`src/rtl/fetch_stage.sv`:
```
// fetch_stage: ThinPad instruction-fetch stage that owns the PC and the IF/ID register.
// Define FETCH_PERF_EN to build the saturating fetch/bubble performance counters.
module fetch_stage #(
  parameter logic [15:0] RESET_PC  = 16'h0000,
  parameter logic [15:0] NOP_INSTR = 16'h0800
) (
  input  logic        clk,
  input  logic        rst,
  output logic [15:0] fetch_pc,
  input  logic [15:0] instr_in,
  input  logic        mem_conflict,
  input  logic        mem_ready,
  input  logic        hazard_stall,
  input  logic        branch_taken,
  input  logic [15:0] branch_target,
  output logic [15:0] ifid_instr,
  output logic [15:0] ifid_pc1,
  output logic        ifid_valid,
  output logic [1:0]  fetch_state,
  output logic [15:0] perf_fetch,
  output logic [15:0] perf_bubble
);

  typedef enum logic [1:0] {
    RUN      = 2'd0,
    FROZEN   = 2'd1,
    REDIRECT = 2'd2,
    BUBBLE   = 2'd3
  } state_t;

  state_t      state;
  logic [15:0] pc_next_seq;

  assign pc_next_seq = fetch_pc + 16'd1;
  assign fetch_state = state;

  // The state only records the last edge's decision; the input priority alone
  // decides what happens, so REDIRECT followed by a conflict bubbles normally.
  always_ff @(posedge clk or negedge rst) begin
    if (!rst) begin
      state      <= RUN;
      fetch_pc   <= RESET_PC;
      ifid_instr <= NOP_INSTR;
      ifid_pc1   <= 16'h0000;
      ifid_valid <= 1'b0;
    end else if (!mem_ready) begin
      state <= FROZEN;
    end else if (branch_taken) begin
      state      <= REDIRECT;
      fetch_pc   <= branch_target;
      ifid_instr <= NOP_INSTR;
      ifid_pc1   <= 16'h0000;
      ifid_valid <= 1'b0;
    end else if (hazard_stall) begin
      state <= RUN;
    end else if (mem_conflict) begin
      // A bubble is a flushed slot, so its PC+1 is cleared like a redirect.
      state      <= BUBBLE;
      ifid_instr <= NOP_INSTR;
      ifid_pc1   <= 16'h0000;
      ifid_valid <= 1'b0;
    end else begin
      state      <= RUN;
      ifid_instr <= instr_in;
      ifid_pc1   <= pc_next_seq;
      ifid_valid <= 1'b1;
      fetch_pc   <= pc_next_seq;
    end
  end

`ifdef FETCH_PERF_EN
  logic        fetch_evt;
  logic        bubble_evt;
  logic [15:0] fetch_cnt;
  logic [15:0] bubble_cnt;

  assign fetch_evt  = mem_ready & ~branch_taken & ~hazard_stall & ~mem_conflict;
  assign bubble_evt = mem_ready & (branch_taken | (~hazard_stall & mem_conflict));

  // Counters saturate so a long run never reports a misleadingly small value.
  always_ff @(posedge clk or negedge rst) begin
    if (!rst) begin
      fetch_cnt  <= 16'h0000;
      bubble_cnt <= 16'h0000;
    end else begin
      if (fetch_evt && fetch_cnt != 16'hFFFF)
        fetch_cnt <= fetch_cnt + 16'd1;
      if (bubble_evt && bubble_cnt != 16'hFFFF)
        bubble_cnt <= bubble_cnt + 16'd1;
    end
  end

  assign perf_fetch  = fetch_cnt;
  assign perf_bubble = bubble_cnt;
`else
  assign perf_fetch  = 16'h0000;
  assign perf_bubble = 16'h0000;
`endif

endmodule

```
`config.mk`:
```
export PLATFORM = sky130hd
export DESIGN_NAME = fetch_stage
export DESIGN_NICKNAME = d
export VERILOG_FILES = /design/src/rtl/fetch_stage.sv
export SDC_FILE = /design/constraint.sdc
export NUM_CORES = 1
export LEC_CHECK = 0
export BUFFER_PORTS_ARGS = -buffer_cell sky130_fd_sc_hd__buf_4
export CAP_MARGIN = 20
export CORE_MARGIN = 8
export CORE_UTILIZATION = 48
export DETAILED_ROUTE_END_ITERATION = 8
export PLACE_DENSITY = 0.81
export SLEW_MARGIN = 20
export SYNTH_ARGS = -nofsm -noshare
export SYNTH_HDL_FRONTEND = slang
export SYNTH_SLANG_ARGS = --single-unit
```
`constraint.sdc`:
```
create_clock -name clk -period 2.7 [get_ports clk]
set_clock_uncertainty 0.2 [all_clocks]
set_input_delay 0.135 -clock clk [delete_from_list [all_inputs] [get_ports clk]]
set_output_delay 0.135 -clock clk [all_outputs]
set_load 0.01 [all_outputs]
```
==> results of run 1 <==
## flip-flops by register name (all words and copies together), names as in the netlist
register / cells
fetch_pc: 16
ifid_pc1: 16
ifid_instr: 16
ifid_valid: 1
fetch_state: 2
## logic make-up (layout without fill, tap and decap cells)
group                    after synthesis  count (layout)
multiplexers                           2               2
XOR/XNOR                              13              13
other                                  1              32
flip-flops                            51              51
adder cells (fa/ha/maj)                1               1
buffers and inverters                 59             139
AND/OR/NAND/NOR                      105             105
AO/OA/AOI/OAI                         75              75
## layout make-up
class                      instances  area share
clock buffer                       7      0.0257
clock inverter                     1     0.00200
inverter                           7     0.00700
multi-input combinational        228       0.332
sequential                        51       0.341
tap                               72      0.0240
timing repair buffer             124       0.269
## report_power, final
group / leakage, nW / internal [mW] / switching, mW
Sequential: 0.655 / 0.843 / 0.105
Clock: 0.0505 / 0.233 / 0.238
Combinational: 1.06 / 0.253 / 0.264
## worst min-delay path, stage by stage
cell and delay, ps:
buf_4 70, nand3_1 80, o21ai_0 80, a311o_1 110
## final timing paths
path,endpoint,slack [ps],depth (start not counted)
worst max-delay path,ifid_pc1[14],620,5
worst min-delay path,fetch_pc[11],10,4
worst max register to register,ifid_pc1[14],620,5
worst min register to register,ifid_pc1[8],280,2
max in group asynchronous,ifid_pc1[9],1670,2
min in group asynchronous,ifid_instr[2],200,2
## timing repair
action,in CTS,in global routing
hold buffers,31,0
endpoints found under the hold margin,80,0
setup endpoints to repair,0,0
gates resized for setup,0,0
## synth_stat cells (2+ instances only)
library cell	count	area (um2)
o41ai_1	2	17.5
and3_1	5	31.3
o21a_1	2	15.0
a32oi_1	3	26.3
nand2_1	59	221
nand3_1	8	40.0
nor2_1	9	33.8
clkbuf_1	9	33.8
a2bb2oi_1	2	17.5
mux2i_1	2	20.0
buf_2	8	40.0
nor4_1	4	25.0
dfrtp_1	50	1250
and3_2	2	15.0
xor2_1	5	43.8
inv_1	7	26.3
buf_4	33	248
o21ai_0	39	195
o22ai_1	2	12.5
a21oi_1	9	45.0
o2bb2ai_1	3	26.3
xnor2_1	8	70.1
or4_4	2	22.5
nand4_1	4	25.0
nor3_1	5	25.0
## routing by layer
| metal | vias up | GRT usage |
|---|---|---|
| li1 | 1223 | - |
| met3 | 11 | 0.0481 |
| met5 | - | 0 |
| met2 | 109 | 0.314 |
| met1 | 1211 | 0.224 |
| met4 | 0 | 0.0644 |
==> metrics.txt, run 1 <==
status completed; H-Tree Depth 2; Non-Filler Instances roughly 500; Post CTS Setup Buffer Count 0; Worst Path Arrival between 2000 and 2500 ps; VDD IR-drop max about 320 uV; pin count of the biggest net entering global routing 52; Vert. Die Dim ~90 um; final net count approximately 460; fin crit period around 2100 ps; Slew @ Worst Pin about 640 ps; Layout area overhead 36.3%; crit-path max cell delay 590 ps; CTS tree yes; Seq/Total Area, Yosys 0.464; first-pass GRT wire length around 13 mm; Setup-failing EPs final 0; CP required approximately 2700 ps; total CTS buffers 5; post-synthesis compound-gate area fraction 0.167; average size of a mapped cell 8.96 um2; register area roughly 1300 um2; delay-heaviest family, CP simple AND/OR/NAND/NOR gates; startpoint types flop; Hold Crit Start branch_target[11]; buffer and inverter count on the worst path 0; Distinct cells, synth 50; Inst Count DP between 400 and 500; Worst Path Max Fanout 8; Crit Path Class reg2reg; via count 2554; worst r2r src fetch_pc[0]; met3 WL about 570 um; Seq cells post-synth ~50; Die X-Extent just over 90 um; dpl cell area about 3300 um2; total power 1.94 mW; EDFF count, synth 0; largest family of logic cells by synthesized area simple AND/OR/NAND/NOR gates; crit path launch fetch_pc[0]; MaxCap Viol Count 0; core area 5510 um2; RSZ-0062 raised after global routing false; CP max-delay cell or4_4; Detailed Routing Iterations Pass 1 4; DR top layer met4; FILL cells 452; clock root buffer clkbuf_8; Leakage 1.77 nW; Top Ports about 120; setup ws final about 620 ps; Synth Area in XOR/XNOR 0.0414; met2 wire len roughly 4 mm; class of the worst hold path in2reg; clock latency on the worst-skew pair around 300 ps; post-route ant nets 0; total track usage 0.186; Cell Area, Synth 2750 um2; DR WL/cell 16.2 um; Synth Instances roughly 310; CTS sink count just over 50; clock transition at the registers of the reported paths ~90 ps; fmax slightly below 500 MHz; hold_ws ~10 ps; Ys Warns 0; DRC violations left 0; final hold vios 0; die area 8410 um2; Pwr Density just over 500 nW/um2; post-synthesis simple-gate area fraction 0.184; multi-input logic area about 1200 um2; layout cells sized above 1 0.263; DRT iter0 DRCs between 200 and 250; post-synthesis adder-cell area fraction 0.00455; Max Buffers Root-to-Sink 2; period utilization 0.770; Remaining Overflow, GRT 0; pre-CTS setup slack about 640 ps; post-synthesis mux area share 0.00728; starting density of the core 0.500; port bufs between 80 and 90; most frequent cells in the layout buf_4, nand2_1, dfrtp_1; Slew HR 0.571; CP endpoint kind flop; Layout Utilization 0.681; post-DR vias/cell ~5.2; Main synth FF type dfrtp_1; vias in the first global route roughly 2.6k; asr flop ratio synth 1.00; max-slew violation count 0; commonest non-fill, non-tap cell in the layout buf_4; routability cong. around 0.85; row cnt 27; Routed WL around 7.9 mm; DP Wirelength about 5.6 mm; antenna cells 0; antenna violations before repair 0; post-route cell area between 3000 and 4000 um2; Fin Setup TNS 0 ps; wire length on met1 approximately 3.2 mm; crit-path cells ha_1 > nand3_1 > or4_4 > xor2_1 > o21ai_0
Power figures use the tool's default switching activity.
==> inputs of run 2 (changes only) <==
ABC_AREA = 1   (was unset)
CORE_UTILIZATION = 47   (was 48)
PLACE_DENSITY = 0.8   (was 0.81)
clock period = 2.1 ns   (was 2.7 ns; I/O delays follow)
==> run 2 against run 1 <==
Net effect: synthesized cell count rose by 6.2%; setup slack got worse by 450 ps; design area rose by 1.4%; highest routed layer unchanged; utilization rose by 0.14 points; via count rose by 4.1%; worst hold slack improved by 170 ps; global-route usage rose by 2.0 points; count of clock-buffer cells in the layout fell by 1; routed wire length rose by 12%; critical path depth rose by 1; area after synthesis fell by 0.55%.
==> metrics.txt, run 2 <==
Regs by FF count fetch_pc (16), ifid_instr (16), ifid_pc1 (16); average size of a mapped cell 8.39 um2 (-6.3%); Synth Instances 326 (+6.2%); routability cong. 0.852 (+0.13%); Pwr Density 716 nW/um2 (+39%); asr flop ratio synth 1.00 (unchanged); clock root buffer clkbuf_8; clock transition at the registers of the reported paths 90 ps (about the same); hold_ws 182 ps (+171 ps); first-pass GRT wire length 14.1 mm (+10%); largest area contributor in the netlist dfrtp_1; starting density of the core 0.491 (-0.00875); fin crit period between 1500 and 2000 ps; period utilization 0.917; RSZ-0062 raised after global routing false; max-slew violation count 0 (unchanged); row cnt 27 (unchanged); startpoint types input pin; delay-heaviest family, CP buffers and inverters; buffer and inverter count on the worst path 3 (+3); port bufs 88 (unchanged); Layout area overhead 39.0%; Slew HR 0.515 (-0.0557); final hold vios 0 (unchanged); top cell type's share of synthesized area 0.457 (+0.00250); vias in the first global route 2899 (+13%); Top Ports 121 (unchanged); Routed WL 8.90 mm (+12%); Cell Area, Synth 2740 um2 (-0.55%); Worst Path Arrival 1960 ps (-130 ps); dominant cell by count in the synthesized netlist nand2_1; post-DR vias/cell 5.08 (-2.5%); CP required 2140 ps (-570 ps); class of the worst hold path in2async; crit-path max cell delay 650 ps (+60 ps); Layout Utilization 0.683 (+0.00140); CTS sink count 51 (unchanged); GRT busiest layer met2; fmax between 500 and 600 MHz; antenna violations before repair 0 (unchanged); Detailed Routing Iterations Pass 1 4 (unchanged); layout cells sized above 1 0.252 (-0.0115); Worst Path Max Fanout 15 (+7); clock latency on the worst-skew pair 310 ps (about the same); Ys Warns 0 (unchanged); Setup-failing EPs final 0 (unchanged); Crit Path Class in2reg; pin count of the biggest net entering global routing 52 (unchanged); met2 Use GR 0.355 (+0.0407); met3 GRT Util 0.0500 (+0.00196); total CTS buffers 5 (unchanged); total power 2.72 mW (+41%); Seq/Total Area, Yosys 0.467 (+0.00255); Main synth FF type dfrtp_1; DP Wirelength 5.61 mm (about the same); DRT iter0 DRCs 218 (+0.46%); Seq cells post-synth 51 (unchanged); total track usage 0.205 (+0.0196); Max Buffers Root-to-Sink 2 (unchanged); Distinct cells, synth 30 (-40%); VDD IR-drop max 376 uV (+17%); final net count 488 (+7.0%); commonest non-fill, non-tap cell in the layout nand2_1; H-Tree Depth 2 (unchanged); DRC violations left 0 (unchanged); via count 2659 (+4.1%); EDFF count, synth 0 (unchanged); CP max-delay cell nor3_4; synth cell count leaders nand2_1, dfrtp_1, nor2_1; Remaining Overflow, GRT 0 (unchanged); routing usage on met1 0.227 (+0.00374); post-route ant nets 0 (unchanged); CP endpoint kind flop; MaxCap Viol Count 0 (unchanged); status completed; Vert. Die Dim 92.3 um (+0.64%); die area 8520 um2 (+1.3%); Leakage 2.02 nW (+15%); Area contributors post-synth dfrtp_1, nand2_1, buf_4; core area 5570 um2 (+1.2%); crit-path cells dlygate4sd3_1 > buf_4 > o21ai_4 > nor3_4 > inv_2 > o22a_1; Fin Setup TNS 0 ps (unchanged); most frequent cells in the layout nand2_1, buf_4, dfrtp_1; Slew @ Worst Pin 724 ps (+81.2 ps); DR WL/cell 17.0 um (+5.0%); CTS tree yes; Die X-Extent 92.3 um (+0.64%)
## run 2: cell types whose count changed after synthesis, sizes merged, moves of 4 or more
cell / previous run / this run
nor3: 5 / 1
o21ai: 41 / 14
a21oi: 9 / 5
a22o: 0 / 18
and3: 7 / 0
nor4: 5 / 0
xnor2: 8 / 0
nand3: 9 / 15
nand2: 59 / 99
nor2: 9 / 41
inv: 7 / 21
clkbuf: 10 / 1
## run 2: stage by stage
step,setup WS (ps),std cells,area [um2]
global route,108,521,3800
global placement,327,474,3290
CTS,23.1,520,3780
finish,175,523,3800
detailed placement,283,474,3290
floorplan,513,357,2850
## run 2: cell families (layout without fill, tap and decap cells)
logic type / Yosys count / after routing / synth area share
AOI/OAI and AO/OA: 42 / 42 / 0.112
xor gates and xnor gates: 7 / 7 / 0.0224
adders and majority gates: 1 / 1 / 0.00457
buffers and inverters: 65 / 156 / 0.148
DFF: 51 / 51 / 0.467
other: 1 / 34 / 0.00137
and+or+nand+nor: 159 / 160 / 0.245
## run 2: per-layer routing
layer	share of wire	wire length [um]
met1	0.38	3380
met2	0.51	4520
met3	0.070	619
met4	0.043	381
met5	0	0
## run 2: cell type report
| cell class | count | area [um2] |
|---|---|---|
| diodes | 2 | 5.00 |
| clock buffers | 6 | 72.6 |
| clock inverters | 1 | 30.0 |
| fillers | 445 | 1770 |
| inverters | 21 | 78.8 |
| multi-input cells | 242 | 1190 |
| flip-flops and latches | 51 | 1280 |
| well taps | 72 | 90.1 |
| repair buffers | 128 | 1060 |
## run 2: report_power, final
group / internal [mW] / switching, mW
logic: 0.366 / 0.448
registers: 1.10 / 0.138
clock network: 0.350 / 0.324
total: 1.81 / 0.910
## run 2: worst paths after layout
kind	cells after the start	end	startpoint	slack, ps
hold reg to reg	2	ifid_pc1[11]	ifid_pc1[11]	290
hold / removal	2	ifid_instr[7]	rst	180
min in group clk	2	ifid_pc1[11]	ifid_pc1[11]	290
max in group asynchronous	2	fetch_pc[9]	rst	1090
setup reg to reg	8	fetch_pc[8]	fetch_pc[0]	270
setup / recovery	6	ifid_instr[11]	branch_taken	180
## run 2: repair_timing
item | 4_1_cts | 5_1_grt
setup buffers | 0 | 0
endpoints found under the hold margin | 89 | 0
hold buffers | 39 | 0
setup endpoints to repair | 0 | 25
resized for setup | 0 | 2
==> inputs of run 3 (changes only) <==
clock period = 2.2 ns   (was 2.1 ns; I/O delays follow)
==> run 3 against run 2 <==
Net effect: total power fell by 5.9%; critical path type unchanged; critical endpoint is now fetch_pc[4]; sequential power fell by 5%; setup slack got worse by 120 ps; utilization did not move; largest power group unchanged.
==> metrics.txt, run 3 (synthesis results as in run 2) <==
final net count 488 (unchanged); Fin Setup TNS 0 ps (unchanged); CP max-delay cell dlygate4sd3_1; Regs by FF count fetch_pc (16), ifid_instr (16), ifid_pc1 (16); Worst Path Max Fanout 12 (-3); Leakage 2.02 nW (-0.26%); status completed; total CTS buffers 5 (unchanged); cell mode on critical path dlygate4sd3_1; DRC violations left 0 (unchanged); clock root buffer clkbuf_8; pin count of the biggest net entering global routing 52 (unchanged); DP Wirelength 5.60 mm (-0.32%); MaxCap Viol Count 0 (unchanged); commonest non-fill, non-tap cell in the layout nand2_1; Die X-Extent 92.3 um (unchanged); Slew @ Worst Pin 1040 ps (+312 ps); Slew HR 0.305 (-0.210); vias in the first global route 2833 (-2.3%); multi-input logic area 1190 um2 (-0.52%); core area 5570 um2 (unchanged); DRT iter0 DRCs 304 (+39%); Routed WL 8.83 mm (-0.75%); fin crit period roughly 2100 ps; CTS tree yes; post-DR vias/cell 5.09 (+0.14%); RSZ-0062 raised after global routing true; FILL cells 430 (-3.4%); register area 1280 um2 (+0.20%); Post CTS Setup Buffer Count 0 (unchanged); Non-Filler Instances 525 (+0.38%); post-route ant nets 0 (unchanged); max-slew violation count 0 (unchanged); most frequent cells in the layout nand2_1, buf_4, dfrtp_1; final hold vios 0 (unchanged); Vert. Die Dim 92.3 um (unchanged); Remaining Overflow, GRT 0 (unchanged); starting density of the core 0.491 (unchanged); clock transition at the registers of the reported paths 90 ps (about the same); CP endpoint kind flop; first-pass GRT wire length 14.0 mm (-0.88%); Setup-failing EPs final 0 (unchanged); Worst Path Arrival 2190 ps (+230 ps); Max Buffers Root-to-Sink 2 (unchanged); Crit Path Class in2reg; fmax approximately 470 MHz; period utilization 0.974; crit-path cells dlygate4sd3_1 > buf_4 > inv_1 > nor2_1 > nor2_4 > o21ai_0 > o22ai_1 > dlygate4sd3_1; via count 2673 (+0.53%); Layout area overhead 39.0% (unchanged); row cnt 27 (unchanged); DR WL/cell 16.8 um (-1.1%); layout cells sized above 1 0.260 (+0.00833); VDD IR-drop max 407 uV (+8.2%); CP required 2250 ps (+110 ps); clock latency on the worst-skew pair 310 ps (about the same); crit-path max cell delay 570 ps (-80 ps); Detailed Routing Iterations Pass 1 4 (unchanged); total power 2.56 mW (-5.9%); antenna violations before repair 3 (+3); startpoint types input pin; port bufs 88 (unchanged); H-Tree Depth 2 (unchanged); die area 8520 um2 (unchanged); Pwr Density 674 nW/um2 (-5.9%); class of the worst hold path in2reg; CTS sink count 51 (unchanged); Inst Count DP 474 (unchanged); total track usage 0.204 (-0.000789); routability cong. 0.852 (about the same); Top Ports 121 (unchanged)
## run 3: cell count changes in the layout (fill, tap and decap cells not counted)
cell and change:
clkbuf_8 +2, dfrtp_1 -2, dfrtp_2 +2, bufinv_16 -1, clkbuf_1 -1, clkinvlp_4 +1
diode_2 +1, nor3_2 +1, nor3_4 -1
## run 3: final cells by class
| cell class | count | area share |
|---|---|---|
| Antenna cell | 3 | 0.00197 |
| Clock buffer | 7 | 0.0253 |
| Clock inverter | 1 | 0.00197 |
| Inverter | 21 | 0.0207 |
| Multi-Input combinational cell | 242 | 0.312 |
| Sequential cell | 51 | 0.336 |
| Tap cell | 72 | 0.0237 |
| Timing Repair Buffer | 128 | 0.278 |
## run 3: where the power goes
part           switching [mW]  leakage, nW  internal [mW]
registers               0.135        0.657           1.05
logic                   0.424         1.31          0.352
clock network           0.315       0.0505          0.287
## run 3: through the flow
stage | instance area [um2] | worst slack, ps | hold slack [ps] | util
finish | 3800 | 57.4 | 45.2 | 0.683
global route | 3800 | 0.0864 | 63.2 | 0.683
CTS | 3780 | 51.5 | 12.0 | 0.678
detailed placement | 3290 | 370 | -18.4 | 0.589
global placement | 3290 | 422 | -30.3 | 0.589
floorplan | 2850 | 613 | -386 | -
## run 3: timing repair
item / in CTS / in global routing
setup endpoints to repair: 0 / 5
resized for setup: 0 / 3
hold endpoints to repair: 88 / 0
hold buffers: 39 / 0
## run 3: worst max-delay path: cells and delay by family
family | cells | cell delay [ps]
and+or+nand+nor | 2 | 350
buffers and inverters | 4 | 1390
AOI/OAI and AO/OA | 2 | 340
## run 3: worst paths after layout
kind | startpoint | endpoint | slack, ps | depth (start not counted)
worst max register to register | fetch_pc[0] | fetch_pc[4] | 80 | 6
worst min-delay path | branch_taken | fetch_pc[5] | 50 | 3
min in group asynchronous | rst | ifid_instr[8] | 180 | 2
worst max-delay path | mem_conflict | fetch_pc[4] | 60 | 8
worst min register to register | ifid_pc1[11] | ifid_pc1[11] | 280 | 2
max in group asynchronous | rst | fetch_pc[0] | 1150 | 2
## run 3: routing by layer
metal / global-route usage / share of wire / wire, um / vias up
met5: 0 / 0 / 0 / -
met4: 0.130 / 0.049 / 431 / 0
met3: 0.0573 / 0.075 / 666 / 33
met2: 0.352 / 0.51 / 4490 / 156
met1: 0.216 / 0.37 / 3250 / 1254
li1: - / - / - / 1230
